[config.mk]
export PLATFORM = sky130hd
export DESIGN_NAME = pacman_uart_tx
export DESIGN_NICKNAME = d
export VERILOG_FILES = /design/src/rtl/pacman_uart_pkg.sv /design/src/rtl/pacman_byte_fifo.sv /design/src/rtl/pacman_uart_tx.sv
export SDC_FILE = /design/constraint.sdc
export NUM_CORES = 1
export LEC_CHECK = 0
export ABC_AREA = 1
export CAP_MARGIN = 20
export CORE_UTILIZATION = 34
export CTS_BUF_LIST = sky130_fd_sc_hd__clkbuf_8
export DETAILED_ROUTE_END_ITERATION = 8
export PLACE_DENSITY = 0.59
export SLEW_MARGIN = 40
export SYNTH_ARGS = -nofsm -noshare
export SYNTH_HDL_FRONTEND = slang
export SYNTH_HIERARCHICAL = 1
export SYNTH_SLANG_ARGS = --single-unit
[constraint.sdc]
create_clock -name clk -period 2.9 [get_ports clk]
set_input_delay 0.29 -clock clk [delete_from_list [all_inputs] [get_ports clk]]
set_output_delay 0.29 -clock clk [all_outputs]
set_load 0.01 [all_outputs]
[src/rtl/pacman_uart_pkg.sv]
// Shared definitions for the Pac-Man board UART (transmitter FSM states, baud divider, frame format).
// UART_TX_PARITY_EN adds the PARITY state and switches frames to 8E1.
package pacman_uart_pkg;

`ifdef UART_TX_PARITY_EN
  typedef enum logic [2:0] {IDLE, START, DATA, PARITY, STOP} tx_state_t;
  localparam int FRAME_BITS = 11;
`else
  typedef enum logic [2:0] {IDLE, START, DATA, STOP} tx_state_t;
  localparam int FRAME_BITS = 10;
`endif

  localparam int DATA_BITS = 8;
  localparam int STOP_BITS = 1;

  // Clock cycles per bit; integer division truncates, matching the receiver.
  function automatic int calc_div(input int clk_freq, input int baud);
    return clk_freq / baud;
  endfunction

endpackage

[src/rtl/pacman_byte_fifo.sv]
// Synchronous byte FIFO with first-word-fall-through read port and occupancy count.
module pacman_byte_fifo #(
  parameter int DEPTH = 16,
  localparam int AW = $clog2(DEPTH)
) (
  input  logic        clk,
  input  logic        rst,
  input  logic        push,
  input  logic [7:0]  push_data,
  input  logic        pop,
  output logic [7:0]  pop_data,
  output logic        full,
  output logic        empty,
  output logic [AW:0] level
);

  logic [7:0]    mem [DEPTH];
  logic [AW-1:0] wr_ptr;
  logic [AW-1:0] rd_ptr;
  logic [AW:0]   count;
  logic          do_push;
  logic          do_pop;

  assign full     = (count == (AW+1)'(DEPTH));
  assign empty    = (count == '0);
  assign level    = count;
  assign pop_data = mem[rd_ptr];
  assign do_push  = push & ~full;
  assign do_pop   = pop & ~empty;

  always_ff @(posedge clk) begin
    if (do_push) mem[wr_ptr] <= push_data;
  end

  always_ff @(posedge clk) begin
    if (rst) begin
      wr_ptr <= '0;
      rd_ptr <= '0;
      count  <= '0;
    end else begin
      if (do_push) wr_ptr <= wr_ptr + AW'(1);
      if (do_pop)  rd_ptr <= rd_ptr + AW'(1);
      case ({do_push, do_pop})
        2'b10:   count <= count + (AW+1)'(1);
        2'b01:   count <= count - (AW+1)'(1);
        default: count <= count;
      endcase
    end
  end

endmodule

[src/rtl/pacman_uart_tx.sv]
// Telemetry UART transmitter: byte FIFO feeding an 8N1 serializer with a registered tx line.
// Define UART_TX_PARITY_EN for 8E1 frames (even parity bit after the data bits).
module pacman_uart_tx
  import pacman_uart_pkg::*;
#(
  parameter int CLK_FREQ   = 100_000_000,
  parameter int BAUD       = 115200,
  parameter int FIFO_DEPTH = 16
) (
  input  logic                         clk,
  input  logic                         rst,
  input  logic [7:0]                   tx_data,
  input  logic                         tx_valid,
  output logic                         tx_ready,
  output logic                         tx,
  output logic                         busy,
  output logic [$clog2(FIFO_DEPTH):0]  level
);

  localparam int DIV = calc_div(CLK_FREQ, BAUD);
  localparam int CW  = $clog2(DIV);

  tx_state_t     state;
  tx_state_t     next_state;
  logic [CW-1:0] baud_cnt;
  logic [2:0]    bit_cnt;
  logic [7:0]    shift;
  logic          tx_q;
  logic          tx_next;
  logic          bit_end;
  logic          pop;
  logic          fifo_full;
  logic          fifo_empty;
  logic [7:0]    fifo_head;
`ifdef UART_TX_PARITY_EN
  logic          parity_q;
`endif

  pacman_byte_fifo #(.DEPTH(FIFO_DEPTH)) u_fifo (
    .clk       (clk),
    .rst       (rst),
    .push      (tx_valid),
    .push_data (tx_data),
    .pop       (pop),
    .pop_data  (fifo_head),
    .full      (fifo_full),
    .empty     (fifo_empty),
    .level     (level)
  );

  assign tx_ready = ~fifo_full;
  assign tx       = tx_q;
  assign busy     = (state != IDLE) | (level != '0);
  assign bit_end  = (baud_cnt == CW'(DIV - 1));

  always_comb begin
    next_state = state;
    pop        = 1'b0;
    tx_next    = 1'b1;
    case (state)
      IDLE: begin
        if (!fifo_empty) begin
          pop        = 1'b1;
          next_state = START;
        end
      end
      START: begin
        tx_next = 1'b0;
        if (bit_end) next_state = DATA;
      end
      DATA: begin
        tx_next = shift[0];
        if (bit_end && bit_cnt == 3'(DATA_BITS - 1)) begin
`ifdef UART_TX_PARITY_EN
          next_state = PARITY;
`else
          next_state = STOP;
`endif
        end
      end
`ifdef UART_TX_PARITY_EN
      PARITY: begin
        tx_next = parity_q;
        if (bit_end) next_state = STOP;
      end
`endif
      STOP: begin
        // Chain straight into the next start bit so queued bytes leave without an idle gap.
        if (bit_end) begin
          if (!fifo_empty) begin
            pop        = 1'b1;
            next_state = START;
          end else begin
            next_state = IDLE;
          end
        end
      end
      default: next_state = IDLE;
    endcase
  end

  always_ff @(posedge clk) begin
    if (rst) begin
      state    <= IDLE;
      baud_cnt <= '0;
      bit_cnt  <= '0;
      shift    <= '0;
      tx_q     <= 1'b1;
`ifdef UART_TX_PARITY_EN
      parity_q <= 1'b0;
`endif
    end else begin
      state <= next_state;
      tx_q  <= tx_next;
      if (bit_end || next_state != state || state == IDLE) baud_cnt <= '0;
      else                                                 baud_cnt <= baud_cnt + CW'(1);
      if (pop) begin
        shift   <= fifo_head;
        bit_cnt <= '0;
`ifdef UART_TX_PARITY_EN
        parity_q <= ^fifo_head;
`endif
      end else if (state == DATA && bit_end) begin
        shift   <= {1'b0, shift[7:1]};
        bit_cnt <= bit_cnt + 3'd1;
      end
    end
  end

endmodule

* Word-level counts from Yosys, hierarchy flattened
Memories as Yosys holds them, arrays and structs flattened. A register that Yosys moved wholly into a read port is not among the register bits. Cells that the tools add are included.
Word-level totals: register bits 38, memory bits (writable) 128, input bits 11, output and inout bits 8, word-level logic and storage cells 58, memories 1
Memory list:
- u_fifo.mem | words 16, bits a word 8, read ports 1, clocked after Yosys merged registers in 1, wr ports 1, RTL line pacman_byte_fifo.sv:17 | logic [7:0] mem [DEPTH];
Operators by class: add/subtract/negate cells 6, equal/unequal tests 9, multiplexer cells 17, bitwise gates (word level) 5, reductions and logical operators 12
Operator list (number):
- $mux 8 | 2
- $mux 3 | 4
- $pmux 3 s4 | 1
- $add 10x1->10 const B | 1
- $eq 10x10->1 const B | 1
- $pmux 5 s2 | 1
- $add 4x1->4 const B | 2
- $mux 4 | 2
- $eq 3x2->1 const B | 2
- $add 5x1->5 const B | 1
- $eq 5x5->1 const B | 1
- $logic_not 5->1 | 1
- $mux 1 | 5
- $reduce_bool 5->1 | 1
- $sub 5x1->5 const B | 1
- $pmux 1 s2 | 2
- $reduce_bool 2->1 | 2
- $reduce_or 2->1 | 2
- $add 3x1->3 const B | 1
- $eq 3x1->1 const B | 1
- $eq 3x3->1 const B | 1
- $logic_not 3->1 | 1
- $ne 3x3->1 | 1
- $reduce_bool 3->1 | 1
- 7 further kinds | 11

* Longest topological paths before layout
depth in word-level cells 8, mapped depth 19

* Modules after synthesis
Netlist, hierarchy kept.
By module, submodules not included:
- pacman_byte_fifo | times used 1, cells each 478, area each 6147.1 sq um, sequential area each 4184.0 sq um
- pacman_uart_tx | times used 1, cells each 179, area each 1362.6 sq um, sequential area each 500.5 sq um

* Worst setup path before layout
Ideal clock, no wire load.
kind flip-flop to flip-flop, start register u_fifo.count[1], in the netlist u_fifo/level[1], end register u_fifo.count[4], in the netlist u_fifo/level[4], library setup time 109 ps, arrival time 2393 ps, data required time 2791 ps, path slack 398 ps, stages on the path, launching flop included 18, clock period less this slack 2502 ps, cells stage by stage dfxtp_1 > nor2_2 > nand3_2 > inv_1 > clkinv_1 > nand4_2 > nand2_1 > nand2_4 > inv_6 > ha_1 > ha_1 > inv_1 > nor2_1 > nand2_2 > nand3_1 > nand3_1 > nand2_1 > inv_1
On the way: longest elaborated chain between the ends 7
RTL lines:
- start: declaration | RTL line pacman_byte_fifo.sv:20 | logic [AW:0] count;
- start signal: assignment | RTL line pacman_byte_fifo.sv:44 | 2'b10: count <= count + (AW+1)'(1);
- start signal: assignment | RTL line pacman_byte_fifo.sv:45 | 2'b01: count <= count - (AW+1)'(1);
- start signal: assignment | RTL line pacman_byte_fifo.sv:46 | default: count <= count;
- $logic_not 5->1 (*) | RTL line pacman_byte_fifo.sv:25 | assign empty = (count == '0);
- via fifo_empty | RTL line pacman_uart_tx.sv:33 | logic fifo_empty;
- $mux 1 (*) | RTL line pacman_uart_tx.sv:62, pacman_uart_tx.sv:90
- $mux 1 | RTL line pacman_uart_tx.sv:89 | if (bit_end) begin
- $pmux 1 s2 (*) | RTL line pacman_uart_tx.sv:60 | case (state)
- via pop | RTL line pacman_uart_tx.sv:31 | logic pop;
- $and 1x1->1 (*) | RTL line pacman_byte_fifo.sv:29 | assign do_pop = pop & ~empty;
- via u_fifo.do_pop | RTL line pacman_byte_fifo.sv:22 | logic do_pop;
- $eq 2x1->1 / $eq 2x2->1 (equally long branches) | RTL line pacman_byte_fifo.sv:43 | case ({do_push, do_pop})
- $pmux 5 s2 / $reduce_bool 2->1 (equally long branches)
Mark *: on every way through the listed nets, which the timed path passes. The rest lies on a longest branch. A chain may end at the register's enable or synchronous reset.

* Final worst setup path
start register baud_cnt[0], end register u_fifo.count[4], in the netlist u_fifo/level[4]
On the way: longest elaborated chain between the ends 6
RTL lines:
- start: declaration | RTL line pacman_uart_tx.sv:25 | logic [CW-1:0] baud_cnt;
- start signal: assignment | RTL line pacman_uart_tx.sv:116 | else baud_cnt <= baud_cnt + CW'(1);
- $eq 10x10->1 (*) | RTL line pacman_uart_tx.sv:54 | assign bit_end = (baud_cnt == CW'(DIV - 1));
- $mux 1 (*) | RTL line pacman_uart_tx.sv:89
- $pmux 1 s2 (*) | RTL line pacman_uart_tx.sv:60
- via pop | RTL line pacman_uart_tx.sv:31
- $and 1x1->1 (*) | RTL line pacman_byte_fifo.sv:29
- via u_fifo.do_pop | RTL line pacman_byte_fifo.sv:22
- $eq 2x1->1 / $eq 2x2->1 (equally long branches) | RTL line pacman_byte_fifo.sv:43
- $pmux 5 s2 / $reduce_bool 2->1 (equally long branches)
Marked as above.

==> results.json <==
{
  "dieArea_um2": 22700,
  "rr_worst_depth": 17,
  "synth-edff-count": 128,
  "path_clk_slew_ps": 90,
  "layout.cells.non_filler": 984,
  "cts_tree": "yes",
  "drive_above_1_share": 0.151,
  "cp_max_fo": 7,
  "netlist.area_leader.share": 0.512,
  "antenna_cells": 0,
  "antenna_found_initial": 0,
  "nets": 713,
  "min_period_over_period": 0.875,
  "cp-end-kind": "flip-flop",
  "fmax_mhz": 394,
  "setup_slack_ps": 361,
  "ctsResizeCount": 0,
  "seq_area_frac_synth": 0.624,
  "place_area_um2": 8090,
  "final_area_um2": 8460,
  "cp_cell_sequence": "ha_1 -> nand3_1 -> nor2_2 -> nand4_2 -> nand2_1 -> nand2_4 -> inv_6 -> ha_1 -> xor2_1 -> ha_1 -> inv_1 -> nand2_2 -> nand2_2 -> nand3_1 -> nand3_1 -> nand2_1 -> inv_1",
  "p_switching_uw": 2380,
  "synthMostInstantiatedCell": "edfxtp_1",
  "outcome": "finished clean",
  "cp_slowest_cell": "dfxtp_1",
  "ys.flop_type": "edfxtp_1",
  "post_drt_wl_per_cell_um": 15.6,
  "grt_max_degree": 59,
  "required_ps": 3260,
  "ios": 19,
  "min_from": "baud_cnt[0]$_SDFF_PP0_",
  "seq_power_share": 0.460,
  "via_count": 4757,
  "avgViaCountPerCell": 4.83,
  "tightest_slew_ps": 739,
  "worst_setup_path_start_kind": "flip-flop",
  "routed_wl_mm": 15.3,
  "min_path_type": "reg2reg",
  "synth_commonest_cells": "edfxtp_1, inv_1, nand2_1",
  "ys_ff_latch": 170,
  "cts-buffers-inserted": 17,
  "dp.cells": 952,
  "ys_warn_count": 6,
  "root_buffer": "clkbuf_8",
  "slew_violations": 0,
  "cts_max_level": 4,
  "dp_slack_ps": 375,
  "finalCriticalPeriod_ps": 2540,
  "netSwitchingFraction": 0.363,
  "grt_pass1_wl_mm": 24.4,
  "clockBufferDepth": 2,
  "synth_area_leaders": "edfxtp_1, dfxtp_1, mux2i_1",
  "drc": 0,
  "fin_skew_ps": 15.4,
  "p_per_area_nw_per_um2": 776,
  "clk_latency_ps": 470,
  "synth_area_leader_cell": "edfxtp_1",
  "cp-startpoint": "baud_cnt[0]$_SDFF_PP0_",
  "synth_cell_types": 42,
  "slew_headroom": 0.507,
  "track_usage": 0.145,
  "total_power_uw": 6560,
  "port_buffers": 18,
  "die_x_um": 151,
  "start_util": 0.345,
  "synth_nets": 679,
  "cts_sinks": 170,
  "grt_setup_unrepaired": "no",
  "hpwlAfterDp_mm": 9.86,
  "max_stage_delay_ps": 380,
  "die_h_um": 151,
  "worstSetupPathType": "reg2reg",
  "r2r-start": "baud_cnt[0]$_SDFF_PP0_",
  "finalSetupTns_ps": 0,
  "core.rowCount": 54,
  "power_frac_clock": 0.239,
  "cellLeakagePower_uw": 0.00300,
  "cts_setup_buffers": 0,
  "grt_remaining_overflow": 0,
  "coreArea_um2": 21800,
  "power.internal_uw": 4180,
  "crit_arrival_ps": 2900,
  "ant_nets": 0,
  "firstDrtPassIters": 5,
  "ir_drop_uv": 375,
  "p_comb_frac": 0.301,
  "syn_inst": 657,
  "finalSetupViolations": 0,
  "syn-cell-area_um2": 7510,
  "postSynth.asyncResetShare": 0,
  "syn_to_final_growth_pct": 12.7,
  "drt_iter0_markers": 288,
  "finalHoldViolCount": 0,
  "grt_pass1_vias": 4454,
  "postSynthAreaPerCell_um2": 11.4,
  "place_congestion": 0.798,
  "cap_viol_max_count": 0,
  "postCtsHoldBufs": 0,
  "hold_path_depth": 1
}
==> final cells by class <==
type | instances | area (um2)
repair buffers | 43 | 380
multi-input cells | 375 | 2350
fillers | 2133 | 13300
clock buffers | 17 | 234
inverters | 84 | 320
flip-flops and latches | 170 | 4690
well taps | 280 | 350
clock inverters | 15 | 135
==> logic make-up after synthesis <==
group | synth area share
and+or+nand+nor | 0.133
buffers and inverters | 0.0630
other | 0.000499
muxes | 0.0427
xor gates and xnor gates | 0.0137
AOI/OAI and AO/OA | 0.105
adders and majority gates | 0.0183
DFF | 0.624
==> power groups by stage <==
stage,sequential [uW],clock [uW],combinational [uW]
after detailed placement,3080,0,1990
final,3020,1570,1980
after global placement,3080,0,1980
after global routing,3060,1710,2210
after CTS,3020,1610,2000
after floorplan,2940,0,1500
==> layer usage <==
metal / vias to the layer above / part of all wire / GRT usage
met5: - / 0 / 0
met4: 0 / 0.025 / 0.0645
met3: 25 / 0.042 / 0.0318
met2: 102 / 0.46 / 0.227
met1: 2236 / 0.47 / 0.192
li1: 2394 / - / -
==> through the flow <==
step	utilization	hold WS [ps]
2_1_floorplan	-	389
3_3_place_gp	0.372	445
3_5_place_dp	0.372	460
4_1_cts	0.389	474
5_1_grt	0.389	499
6_report	0.389	468
==> sequential cells by signal, indices dropped and copies added (netlist names), named ones only <==
register and count:
bit_cnt 3, u_fifo/rd_ptr 4, state 3, shift 8, u_fifo/level 5, u_fifo/mem 128
tx 1, u_fifo/wr_ptr 4, baud_cnt 10
==> final timing paths <==
path                             endpoint  slack (ps)
min                baud_cnt[0]$_SDFF_PP0_         470
max reg2reg  u_fifo/level[4]$_SDFFE_PP0P_         360
max          u_fifo/level[4]$_SDFFE_PP0P_         360
min reg2reg        baud_cnt[0]$_SDFF_PP0_         470
==> worst max-delay path, delay by kind of cell (launching register included) <==
kind | cells | cell delay (ps)
simple gates | 10 | 980
xor+xnor | 1 | 230
flops | 1 | 380
fa+ha+maj | 3 | 690
buf+inv | 3 | 160
==> cell usage in the layout (no fill, tap or decap), drive strengths merged, types with 17 or more instances in the layout <==
cell type      instances
a21oi                 46
buf                   25
clkbuf                17
clkdlybuf4s50         18
dfxtp                 42
edfxtp               128
inv                   90
mux2i                 32
nand2                 65
nand3                 37
nand4                 20
nor2                  49
o211ai                32
o21ai                 48
Power figures use the tool's default switching activity.
